<file path="config.mk">
export PLATFORM = sky130hd
export DESIGN_NAME = pc_sequencer
export DESIGN_NICKNAME = d
export VERILOG_FILES = /design/src/rtl/pc_sequencer.sv
export SDC_FILE = /design/constraint.sdc
export NUM_CORES = 1
export LEC_CHECK = 0
export ABC_AREA = 1
export ABC_CLOCK_PERIOD_IN_PS = 1000
export CORE_UTILIZATION = 25
export CTS_CLUSTER_SIZE = 40
export DETAILED_ROUTE_END_ITERATION = 8
export PLACE_DENSITY = 0.75
export SLEW_MARGIN = 20
export SYNTH_ARGS = -nofsm -noshare
export SYNTH_HDL_FRONTEND = slang
export SYNTH_SLANG_ARGS = --single-unit
</file>
<file path="constraint.sdc">
create_clock -name clk -period 1 [get_ports clk]
set_input_delay 0.15 -clock clk [delete_from_list [all_inputs] [get_ports clk]]
set_output_delay 0.15 -clock clk [all_outputs]
set_load 0.1 [all_outputs]
</file>
<file path="src/rtl/pc_sequencer.sv">
// pc_sequencer: multi-cycle control sequencer for the KGPminiRISC datapath.
// Steps each instruction through FETCH/DECODE/EXEC/MEM/WB/BRANCH, owns the
// architectural carry flag and drives the branch-unit select lines.
module pc_sequencer (
  input  logic        clk,
  input  logic        rst,
  input  logic        start,
  input  logic [5:0]  opcode,
  input  logic [4:0]  funct,
  input  logic [31:0] rs_val,
  input  logic        alu_carry,
  output logic        ir_we,
  output logic        pc_we,
  output logic        reg_we,
  output logic        link_we,
  output logic        mem_rd,
  output logic        mem_wr,
  output logic        lblSel,
  output logic        jumpAddr,
  output logic        branch,
  output logic        validJump,
  output logic        carry_flag,
  output logic [2:0]  state,
  output logic        halted
);

  typedef enum logic [2:0] {
    S_IDLE   = 3'd0,
    S_FETCH  = 3'd1,
    S_DECODE = 3'd2,
    S_EXEC   = 3'd3,
    S_MEM    = 3'd4,
    S_WB     = 3'd5,
    S_BRANCH = 3'd6,
    S_HALT   = 3'd7
  } state_t;

  state_t r_state;
  state_t w_next;
  logic   r_carry;

  logic w_is_alu, w_is_lw, w_is_sw, w_is_brg, w_is_halt, w_is_nop;

  logic w_ir_we, w_pc_we, w_reg_we, w_link_we, w_mem_rd, w_mem_wr;
  logic w_lblSel, w_jumpAddr, w_branch, w_validJump;

  // Opcode class decode from the external IR.
  always_comb begin
    w_is_alu  = (opcode == 6'b000000) || (opcode == 6'b000001);
    w_is_lw   = (opcode == 6'b000010);
    w_is_sw   = (opcode == 6'b000011);
    w_is_brg  = (opcode == 6'b000100);
    w_is_halt = (opcode == 6'b111111);
    w_is_nop  = !(w_is_alu || w_is_lw || w_is_sw || w_is_brg || w_is_halt);
  end

  // State register and carry flag; carry only updates in EXEC of an ALU op.
  always_ff @(posedge clk) begin
    if (rst) begin
      r_state <= S_IDLE;
      r_carry <= 1'b0;
    end else begin
      r_state <= w_next;
      if (r_state == S_EXEC && w_is_alu)
        r_carry <= alu_carry;
    end
  end

  // Next-state, raw strobes and branch-group select decode.
  always_comb begin
    w_next      = r_state;
    w_ir_we     = 1'b0;
    w_pc_we     = 1'b0;
    w_reg_we    = 1'b0;
    w_link_we   = 1'b0;
    w_mem_rd    = 1'b0;
    w_mem_wr    = 1'b0;
    w_lblSel    = 1'b0;
    w_jumpAddr  = 1'b0;
    w_branch    = 1'b0;
    w_validJump = 1'b0;
    case (r_state)
      S_IDLE: begin
        if (start)
          w_next = S_FETCH;
      end
      S_FETCH: begin
        w_ir_we = 1'b1;
        w_next  = S_DECODE;
      end
      S_DECODE: begin
        if (w_is_halt)
          w_next = S_HALT;
        else if (w_is_brg)
          w_next = S_BRANCH;
        else if (w_is_nop) begin
          w_pc_we = 1'b1;
          w_next  = S_FETCH;
        end else
          w_next = S_EXEC;
      end
      S_EXEC: begin
        w_next = w_is_alu ? S_WB : S_MEM;
      end
      S_MEM: begin
        if (w_is_lw) begin
          w_mem_rd = 1'b1;
          w_next   = S_WB;
        end else begin
          w_mem_wr = 1'b1;
          w_pc_we  = 1'b1;
          w_next   = S_FETCH;
        end
      end
      S_WB: begin
        w_reg_we = 1'b1;
        w_pc_we  = 1'b1;
        w_next   = S_FETCH;
      end
      S_BRANCH: begin
        w_branch  = 1'b1;
        w_pc_we   = 1'b1;
        w_link_we = (funct == 5'd5);
        case (funct)
          5'd0: w_validJump = 1'b1;
          5'd1: begin
            w_jumpAddr  = 1'b1;
            w_validJump = 1'b1;
          end
          5'd2: begin
            w_lblSel    = 1'b1;
            w_validJump = rs_val[31];
          end
          5'd3: begin
            w_lblSel    = 1'b1;
            w_validJump = (rs_val == '0);
          end
          5'd4: begin
            w_lblSel    = 1'b1;
            w_validJump = (rs_val != '0);
          end
          5'd5: w_validJump = 1'b1;
          5'd6: w_validJump = r_carry;
          5'd7: w_validJump = !r_carry;
          default: w_validJump = 1'b0;
        endcase
        w_next = S_FETCH;
      end
      S_HALT: begin
        w_next = S_HALT;
      end
      default: w_next = S_IDLE;
    endcase
  end

  // Strobes are masked while rst is high so a reset cycle has no side effects.
  always_comb begin
    ir_we     = w_ir_we     & ~rst;
    pc_we     = w_pc_we     & ~rst;
    reg_we    = w_reg_we    & ~rst;
    link_we   = w_link_we   & ~rst;
    mem_rd    = w_mem_rd    & ~rst;
    mem_wr    = w_mem_wr    & ~rst;
    lblSel    = w_lblSel    & ~rst;
    jumpAddr  = w_jumpAddr  & ~rst;
    branch    = w_branch    & ~rst;
    validJump = w_validJump & ~rst;
    carry_flag = r_carry;
    state      = r_state;
    halted     = (r_state == S_HALT);
  end

endmodule
</file>
==> results of run 1 <==
-- routing by layer --
metal | GRT usage | GRT overflow
met2 | 0.8467 | 7
met1 | 0.4847 | 0
met5 | 0 | 0
met4 | 0.6806 | 7
met3 | 0.3939 | 0
-- Yosys cell counts (3+ instances only) --
master,n
sky130_fd_sc_hd__dfxtp_1,4
sky130_fd_sc_hd__nand2_1,25
sky130_fd_sc_hd__nor3_1,3
sky130_fd_sc_hd__nor2_2,3
sky130_fd_sc_hd__a21oi_1,6
sky130_fd_sc_hd__inv_1,13
sky130_fd_sc_hd__nor3_2,4
sky130_fd_sc_hd__nand4_1,3
sky130_fd_sc_hd__nand3_1,11
sky130_fd_sc_hd__nor2_1,38
-- per-stage QoR --
step                  util  TNS [ns]  instances
CTS                 0.8648    -6.549        252
detailed placement  0.7687    -7.141        236
global placement    0.7687    -6.937        236
floorplan                -    -12.21        118
-- cells by family after synthesis --
logic type / count (synthesis)
and+or+nand+nor: 89
buffers and inverters: 15
DFF: 4
AOI/OAI and AO/OA: 10
-- repair_timing --
action,in CTS
setup buffers,17
setup endpoints to repair,19
gates resized for setup,49
pin swaps,28
==> metrics list, run 1 <==
- Post-Synthesis Cell Area: 590.6 µm²
- Count of unique library cells instantiated by Yosys: 18
* Syn avg cell area: 5.005 µm²
- Buffers from clock root to sink, at most: 2
- Entering global routing, the biggest net connects 10 pins.
- Pin placement for this block handled 62 I/O pins.
- After the last repair the worst path ends at a top-level output.
- The floorplan step set the die height to 50.61 µm.
- Share of the synthesized area in compound gates (AO/OA/AOI/OAI): 0.09110
- In the global-route stage, repair_timing last flagged the worst endpoint as pc_we.
* Portion of synthesized cell area occupied by the leading cell type: 0.2415
- Summed over all nets, the half-perimeter wirelength after detailed placement is 2.224 mm.
- FF+latch count, synth: 4
- Clock sink count: 4
- For this run, the number of Yosys warnings is 0.
* FFs w/ async S/R, synth: 0
- DIE WIDTH: 50.61 µm
- Combinational family with the most area after synthesis: simple AND/OR/NAND/NOR gates
- Outcome: stopped before the end
* CTS Buf Count: 3
- H-tree depth: 1
- For this run, the total global-route usage over all layers was measured as 0.5819.
- Congestion Overflow GR: 14
* Synth Area in XOR/XNOR: 0
* CTS Root Buffer Type: sky130_fd_sc_hd__clkbuf_4
* Placed instance area: 0.001700 mm²
* Dpl ws: -0.6993 ns
- For this configuration, the core starts out at a cell density of 0.2670.
- Ranking of synthesized cells by area: sky130_fd_sc_hd__nor2_1 24%, sky130_fd_sc_hd__nand2_1 16%, sky130_fd_sc_hd__dfxtp_1 14%
* Primary flip-flop cell chosen by synthesis mapping: sky130_fd_sc_hd__dfxtp_1
- The congestion estimate from routability-driven global placement came to 0.9420.
- Post-synthesis instance total: 118
- Number of buffers added on ports: 61
- Portion of the post-synthesis area used by sequential elements: 0.1356
* Cell type with the largest total area after synthesis: sky130_fd_sc_hd__nor2_1
- Number of cell rows: 17
* Post-synthesis share of cell area spent on full adders, half adders and majority gates: 0
- The flow stopped in global routing (5_1_grt).
- Yosys mapped a number of flops with a built-in enable equal to 0.
- Proportion of synthesized area in mux cells: 0
- The first error in the log reads "[ERROR GRT-0232] Routing congestion too high. Check the congestion heatmap in the GUI".
- Synthesis produced a netlist with a net count of 165.
* Hold buffer count at cts: 0
- Of the total synthesized cell area, the portion taken by AND, OR, NAND and NOR gates is 0.6780.
==> run 2, diff against run 1 <==
Settings changed: ABC_CLOCK_PERIOD_IN_PS 1000 to 1300, CORE_AREA set to 2 2 63 65, CORE_UTILIZATION 25 to not set, CTS_CLUSTER_SIZE 40 to not set, DIE_AREA set to 0 0 65 67, PLACE_DENSITY 0.75 to not set, PLACE_DENSITY_LB_ADDON set to 0.15.
Clock period 1 ns to 1.3 ns, I/O delays scaled along.
==> run 2 against run 1 <==
The flow now finishes, with violations (negative setup slack); synthesized cell count stayed put; synthesized area stayed put.
==> metrics list, run 2 <==
- The sequential element share of the synthesized area was 0.1356 (unchanged).
* Leading cell types in the layout, fill and taps excluded: 39 x sky130_fd_sc_hd__buf_4, 31 x sky130_fd_sc_hd__nor2_1, 23 x sky130_fd_sc_hd__dlygate4sd2_1
* Area of all placed cells without fillers: 0.002036 mm²
- Power spread over the standard cell area amounts to 491.1 mW/mm².
- The async set-or-reset flop fraction in the synthesized netlist was 0 (unchanged).
- Number of cell rows: 22 (+5)
* CTS Root Buffer Type: sky130_fd_sc_hd__clkbuf_8
- The starting density of the core was 0.1638 (-0.1032).
- Minimum clock period after layout: 1.616 ns
- The number of distinct library cells after synthesis was 18 (unchanged).
* Global-route wire length before repair: 5.030 mm
- YS warnings: 0 (unchanged)
* Clock sink count: 4 (unchanged)
- FF+latch count, synth: 4 (unchanged)
* Busiest layer in global routing: met2
* Number of max-slew violations in the final report: 0
- For the final database, setup skew stands at 0.006381 ns.
- Flop pwr share: 0.157
- HPWL after DPL: 2.425 mm (+9.0%)
* Mean routed wirelength per cell: 11.51 µm
- STA classifies the critical path endpoint as an output pin.
- Area growth from synthesis to layout: 244.7%
- Share of power burned in combinational logic: 0.548
- Violated checks: negative setup slack
- Number of buffers added on ports: 61 (unchanged)
* Post-DRT Antenna Nets: 0
* # nets final: 279
* Hold/Removal Path Class: primary input to flip-flop
* Routing usage on met2: 0.3067
- The internal power of the cells totals 619.8 µW.
* Portion of synthesized cell area occupied by the leading cell type: 0.2415 (unchanged)
- Net load switching power: 380.0 µW
- The CTS buffer count came to 3 (unchanged).
- Die outline height: 67 µm (+32%)
- Cell with the largest stage delay on the worst path: sky130_fd_sc_hd__dfxtp_4
- By startpoint and endpoint, the worst setup path is classified as flip-flop to output pin.
- The count of endpoints failing hold in the final timing report came to 0.
- Initial DRC Count: 20
- Placed instance area: 0.001748 mm² (+2.8%)
- Required time at the worst-slack endpoint: 1.11 ns
- GPL Wtd Cong: 0.8043 (-15%)
* Outcome: finished, violations left
- Headroom to the max-slew limit came out at 0.8277.
- For the worst-skew pair, the clock arrives at the later sink with an insertion delay of 0.23 ns.
* RSZ-0062 raised after global routing: yes
- Diode insertion count for antenna repair: 0
* Placeable core area: 0.003606 mm²
- In the synthesized netlist, the cells that appear most often are 38 x sky130_fd_sc_hd__nor2_1, 25 x sky130_fd_sc_hd__nand2_1, 13 x sky130_fd_sc_hd__inv_1.
* Largest fanout of any net on the critical path: 6
- Dividing the detail-routed via count by the number of cells gives 4.237.
* Number of placed I/O pins: 62 (unchanged)
- Ratio of final minimum period to clock period: 1.243
- For met3 alone, demand over resource in global routing was 0.02703.
- The register with the most flip-flops in the layout has 3 of them.
- Total leakage power: 0.0008981 µW
- Maximum number of pins on one net before global-route repair: 10
- Post-detailed-routing wire length: 3.210 mm
- Buffers from clock root to sink, at most: 2 (unchanged)
- Max VDD drop: 0.0005908 V
- Leaving out fill and tap cells, the most frequent cell in the layout is sky130_fd_sc_hd__buf_4.
- In this design, the stage delay of the slowest critical-path cell is 0.41 ns.
- Number of detailed-route iterations in the first pass: 4
* Total via count in the routed design: 1182
- For met1 alone, demand over resource in global routing was 0.1417.
- FF-to-FF setup slack: 0 ns
- The number of enable-type register cells in the synthesized netlist is 0 (unchanged).
* H-tree depth: 1 (unchanged)
- In the final layout, the share of cells above drive strength 1 is 0.4848.
- TritonCTS built the clock tree.
* Final hold slack: 0.4319 ns
- Summed over all instances, the cell type with the most area after synthesis is sky130_fd_sc_hd__nor2_1.
* Critical path arrival: 1.42 ns
- After global routing the overflow that remains totals 0.
- Clock Power Share: 0.296
- Number of global-route vias before repair: 1231
- Of the total power, the share spent switching nets is 0.3801.
- Critical Path Source Type: flip-flop
* Cell-by-cell listing of the critical path: inv_4, nor3_4, buf_4, buf_6, nand2_4, nor2_4, buf_12
- Dpl ws: -0.5102 ns (+0.1891 ns)
* Number of violations of the max-capacitance limit: 0
- Clock-pin slew was measured on the worst setup and hold paths at 0.04 ns.
* Primary flip-flop cell chosen by synthesis mapping: sky130_fd_sc_hd__dfxtp_1
* Share of the core filled with cells: 0.5645
- Final Total Pwr: 999.8 µW
- At the pin with the least slew margin, the transition time is 0.2576 ns.
- The netlist area before placement was 590.6 µm² (unchanged).
* Number of antenna violations at the first check in global routing: 0
- Ranking of synthesized cells by area: sky130_fd_sc_hd__nor2_1 24%, sky130_fd_sc_hd__nand2_1 16%, sky130_fd_sc_hd__dfxtp_1 14%
* Syn avg cell area: 5.005 µm² (unchanged)
- Worst Setup Slack, final: -0.3156 ns
- The chip width is 65 µm (+28%).
* Global-route usage over all layers: 0.1469
* Hold buffer count at cts: 0 (unchanged)
- Die Footprint: 0.004355 mm²
- The most common cell in the synthesized netlist is sky130_fd_sc_hd__nor2_1.
- The post-synthesis instance total was 118 (unchanged).
* Maximum clock rate: 0.6189 GHz
- The number of nets produced by synthesis came to 165 (unchanged).
- Setup violations remaining at the end of the flow were counted as 12.
- For this run, design rule violations remaining after detail routing come to 0.
-- run 2: cell counts after synthesis --
No cell type changed its count.
-- run 2: repair_timing --
item	CTS	global route
gates resized for setup	84	35
pin swaps	51	29
setup endpoints to repair	12	12
buffers inserted	12	10
-- run 2: final timing paths --
path | from | to | cells after the start
min reg2reg | carry_flag | carry_flag | 3
max | state[2] | mem_rd | 7
min | opcode[2] | carry_flag | 5
max reg2reg | state[0] | state[0] | 8
-- run 2: through the flow --
stage,TNS [ns],cells
global route,-2.923,279
detailed placement,-4.157,259
finish,-2.243,279
floorplan,-8.674,118
global placement,-4.038,259
CTS,-2.072,275
-- run 2: logic make-up after synthesis --
kind of cell / after synthesis / synth area share
buffers and inverters: 15 / 0.09533
AO/OA/AOI/OAI: 10 / 0.09110
AND/OR/NAND/NOR: 89 / 0.6780
flip-flops: 4 / 0.1356
-- run 2: per-layer routing --
metal	wire length (µm)	up-vias	part of all wire
li1	-	608	-
met1	1158	517	0.36
met2	1734	51	0.54
met3	248	6	0.077
met4	69	0	0.021
met5	0	-	0
-- run 2: power groups by stage --
stage / combinational, µW / clock (µW) / sequential [µW]
after detailed placement: 495 / 0 / 151
after global placement: 489 / 0 / 151
final: 548 / 295 / 157
after global routing: 583 / 306 / 158
after CTS: 484 / 302 / 153
after floorplan: 132 / 0 / 213
-- run 2: cell type report --
class                      instances  area (µm²)
inverter                          14       63.81
sequential                         4       92.59
timing repair buffer             110        1124
tap                               48       60.06
multi-input combinational         99       650.6
clock buffer                       4       45.04
fill                             330        1570
-- run 2: worst max-delay path, delay by kind of cell (launching register included) --
kind / cells / cell delay [ns]
DFF: 1 / 0.41
buffers and inverters: 4 / 0.46
and+or+nand+nor: 3 / 0.32
Power figures use the tool's default switching activity.
